==> src/rtl/mult_sequencer.sv <==
// Control FSM for the 8-bit signed add-shift multiplier datapath.
// Sequences clear, WIDTH add/shift pairs (subtract on the last) and gates idle-time loads.
module mult_sequencer #(
  parameter int WIDTH = 8,
  parameter int CW    = $clog2(WIDTH + 1)
) (
  input  logic          Clk,
  input  logic          Reset,
  input  logic          Run,
  input  logic          ClearA_LoadB,
  input  logic          M,
  output logic          clr_ld,
  output logic          clear_a,
  output logic          add,
  output logic          sub,
  output logic          shift,
  output logic          busy,
  output logic          done,
  output logic [CW-1:0] count,
  output logic [2:0]    dbg_state
);

  localparam logic [2:0] S_IDLE  = 3'd0;
  localparam logic [2:0] S_CLEAR = 3'd1;
  localparam logic [2:0] S_ADD   = 3'd2;
  localparam logic [2:0] S_SHIFT = 3'd3;
  localparam logic [2:0] S_DONE  = 3'd4;

  localparam logic [CW-1:0] LAST_STEP = CW'(WIDTH - 1);
  localparam logic [CW-1:0] ALL_STEPS = CW'(WIDTH);

  logic [2:0]    state_q, state_d;
  logic [CW-1:0] count_q, count_d;

  always_comb begin
    state_d = state_q;
    count_d = count_q;
    clr_ld  = 1'b0;
    clear_a = 1'b0;
    add     = 1'b0;
    sub     = 1'b0;
    shift   = 1'b0;
    busy    = 1'b0;
    done    = 1'b0;
    case (state_q)
      S_IDLE: begin
        // A pending load always wins over a start request.
        clr_ld = ClearA_LoadB;
        if (!ClearA_LoadB && Run) state_d = S_CLEAR;
      end
      S_CLEAR: begin
        clear_a = 1'b1;
        busy    = 1'b1;
        count_d = '0;
        state_d = S_ADD;
      end
      S_ADD: begin
        busy = 1'b1;
        // The multiplier MSB carries negative weight, so the last partial product is subtracted.
        if (count_q == LAST_STEP) sub = M;
        else                      add = M;
        state_d = S_SHIFT;
      end
      S_SHIFT: begin
        shift   = 1'b1;
        busy    = 1'b1;
        count_d = count_q + 1'b1;
        state_d = (count_d == ALL_STEPS) ? S_DONE : S_ADD;
      end
      S_DONE: begin
        done = 1'b1;
        if (!Run) state_d = S_IDLE;
      end
      default: state_d = S_IDLE;
    endcase
  end

  always_ff @(posedge Clk) begin
    if (Reset) begin
      state_q <= S_IDLE;
      count_q <= '0;
    end else begin
      state_q <= state_d;
      count_q <= count_d;
    end
  end

  assign count     = count_q;
  assign dbg_state = state_q;

endmodule
==> config.mk <==
export PLATFORM = sky130hd
export DESIGN_NAME = mult_sequencer
export DESIGN_NICKNAME = d
export VERILOG_FILES = /design/src/rtl/mult_sequencer.sv
export SDC_FILE = /design/constraint.sdc
export NUM_CORES = 1
export LEC_CHECK = 0
export CORE_AREA = 2 2 39 41
export DETAILED_ROUTE_END_ITERATION = 8
export DIE_AREA = 0 0 41 43
export PLACE_DENSITY = 0.65
export RECOVER_POWER = 25
export SLEW_MARGIN = 25
export SYNTH_ARGS = -nofsm -noshare
export SYNTH_HDL_FRONTEND = slang
export SYNTH_SLANG_ARGS = --single-unit
==> constraint.sdc <==
create_clock -name Clk -period 2.7 [get_ports Clk]
set_input_delay 0.27 -clock Clk [delete_from_list [all_inputs] [get_ports Clk]]
set_output_delay 0.27 -clock Clk [all_outputs]
set_load 0.05 [all_outputs]
==> flow_summary.yaml <==
outcome:
  status: "completed"
floorplan:
  start_util_pct: 29.7
  die_h_um: 43
  core-area_um2: 1380
  die_w_um: 41
  rows: 14
  die_area_um2: 1760
  io_pins: 19
global_routing:
  grt_overflow_total: 0
  grt_pass1_vias: 354
  use_met3_pct: 3.14
  met1_usage_pct: 14.9
  track_usage_pct: 11.7
  grt_start_max_net_pins: 13
  antenna_found_initial: 0
  grt_use_met2_pct: 17.2
  grt_first_pass_wirelength_mm: 1.44
  grt-busiest-layer: "met2"
sta:
  worst_pin_slew_ns: 0.495
  final-hold-violation-count: 0
  fin_worst_skew_ns: 0.000653
  fin_crit_sh_pct: 84.1
  drv_slew: 0
  setup_viol: 0
  slew_headroom_pct: 66.9
  post-route-min-period_ns: 2.27
  fmax_ghz: 0.440
  rsz0062_at_grt: "false"
  tns_ns: 0
clock_tree:
  clk_pin_slew_ns: 0.05
  cts_resized: 0
  cts_buffers: 3
  cts_tree: "built"
  cts_sinks: 7
  cts_max_level: 1
  cts_root_buf: "clkbuf_4"
  post-cts-setup-buffer-count: 0
  cts_max_path_buffers: 2
  hold_buffers: 0
  clk_latency_ns: 0.25
cells_and_area:
  finalNetCount: 75
  drive_gt1_share_pct: 5.88
  n_antenna_cell: 0
  final_cells: 84
  areaGrowthSynthToFinish_pct: 46.6
  final_cell_mix: "clkdlybuf4s50_1, nor2_1, dfxtp_1"
  final_common_cell: "clkdlybuf4s50_1"
  final_util_pct: 43.5
  final_area_um2: 602
placed_design:
  io_buffers: 18
  gp_congestion: 0.824
  place_hpwl_um: 686
  post_dp_cell_area_um2: 576
  dp.cells: 80
logic_synthesis:
  ys_ff_latch: 7
  synth-warning-count: 0
  synth-seq-area-share_pct: 34.1
  ys_types: 25
  syn_area_per_cell_um2: 8.21
  synth_fp_nets: 56
  synth_area_um2: 410
  synthCells: 50
routing:
  routed_wl_um: 961
  wire_per_inst_um: 11.4
  dr.pass1.iters: 4
  postRouteAntennaNets: 0
  vias_per_cell: 4.94
  drc: 0
  drt-initial-drc-count: 9
  vias: 415
setup_path:
  crit_type: "reg -> out"
  worstPathArrival_ns: 2.00
  crit_required_ns: 2.43
  startpoint_type: "register"
  crit_path_max_fanout: 12
  worstSetupEndpointType: "primary output"
job:
  max_cap_viol_count: 0
pwr:
  peakVddDrop_uv: 194
  powerDensity_nw_per_um2: 449
  p_leak_nw: 0.241
worst_hold_path:
  min_path_type: "reg -> reg"
==> metrics by stage <==
stage / hold WS, ns / power [W] / setup WS (ns)
after detailed placement: 0.511 / 0.000180 / 0.608
after global routing: 0.546 / 0.000285 / 0.264
after floorplan: 0.411 / 0.000160 / 0.159
final: 0.528 / 0.000270 / 0.429
after CTS: 0.519 / 0.000274 / 0.414
after global placement: 0.502 / 0.000179 / 0.618
==> area by class of cell <==
| type | count | area [µm²] |
|---|---|---|
| clock buffers | 4 | 26.3 |
| fillers | 157 | 782 |
| inverters | 2 | 7.51 |
| multi-input cells | 37 | 228 |
| flip-flops and latches | 7 | 140 |
| well taps | 16 | 20.0 |
| repair buffers | 18 | 180 |
==> synthesized netlist by cell type <==
library cell	count	area, µm²
a21oi_1	3	15.0
a31oi_1	1	6.26
buf_4	1	7.51
buf_6	2	22.5
clkbuf_2	1	5.00
dfxtp_1	7	140
ha_1	1	12.5
inv_1	2	7.51
mux2i_1	1	10.0
nand2_1	5	18.8
nand2b_1	1	6.26
nand3_1	3	15.0
nand3b_1	2	15.0
nand3b_4	1	20.0
nand4b_1	1	8.76
nor2_1	7	26.3
nor2b_1	1	6.26
nor3_1	2	10.0
nor3b_1	1	7.51
nor4_1	2	12.5
o21ai_0	1	5.00
o31a_1	1	8.76
o41ai_1	1	8.76
or3_1	1	6.26
xor2_1	1	8.76
==> kinds of logic after synthesis <==
logic type                 Yosys count  synth area share (%)
and+or+nand+nor                     27                  37.2
muxes                                1                  2.44
AOI/OAI and AO/OA                    7                  10.7
adders and majority gates            1                  3.05
DFF                                  7                  34.1
xor gates and xnor gates             1                  2.13
buffers and inverters                6                  10.4
==> critical path, stage by stage, from the launching register on <==
cell and delay, ns:
dfxtp_1 0.59, nand3_1 0.16, nor3_1 0.19, clkdlybuf4s50_1 0.82
==> path summary, 6_finish.rpt <==
kind / from / end / slack, ns / depth (start not counted)
max: dbg_state[1] / sub / 0.43 / 3
min: count[1] / count[1] / 0.53 / 2
max reg2reg: dbg_state[1] / count[3] / 1.39 / 3
min reg2reg: count[1] / count[1] / 0.53 / 2
==> layer usage <==
metal	share of wire, %	vias to the layer above
met2	48	17
met5	0	-
met1	44	185
met3	6.1	2
li1	-	211
met4	0.83	0
==> flip-flops by register name, indices dropped and copies added, names as in the netlist <==
| signal | count |
|---|---|
| count | 4 |
| dbg_state | 3 |
==> where the power goes <==
| group | total [W] | switching, W | internal, W |
|---|---|---|---|
| combinational | 0.0000634 | 0.0000399 | 0.0000235 |
| clock | 0.0000929 | 0.0000366 | 0.0000563 |
| sequential | 0.000114 | 0.00000814 | 0.000106 |
Power figures use the tool's default switching activity.
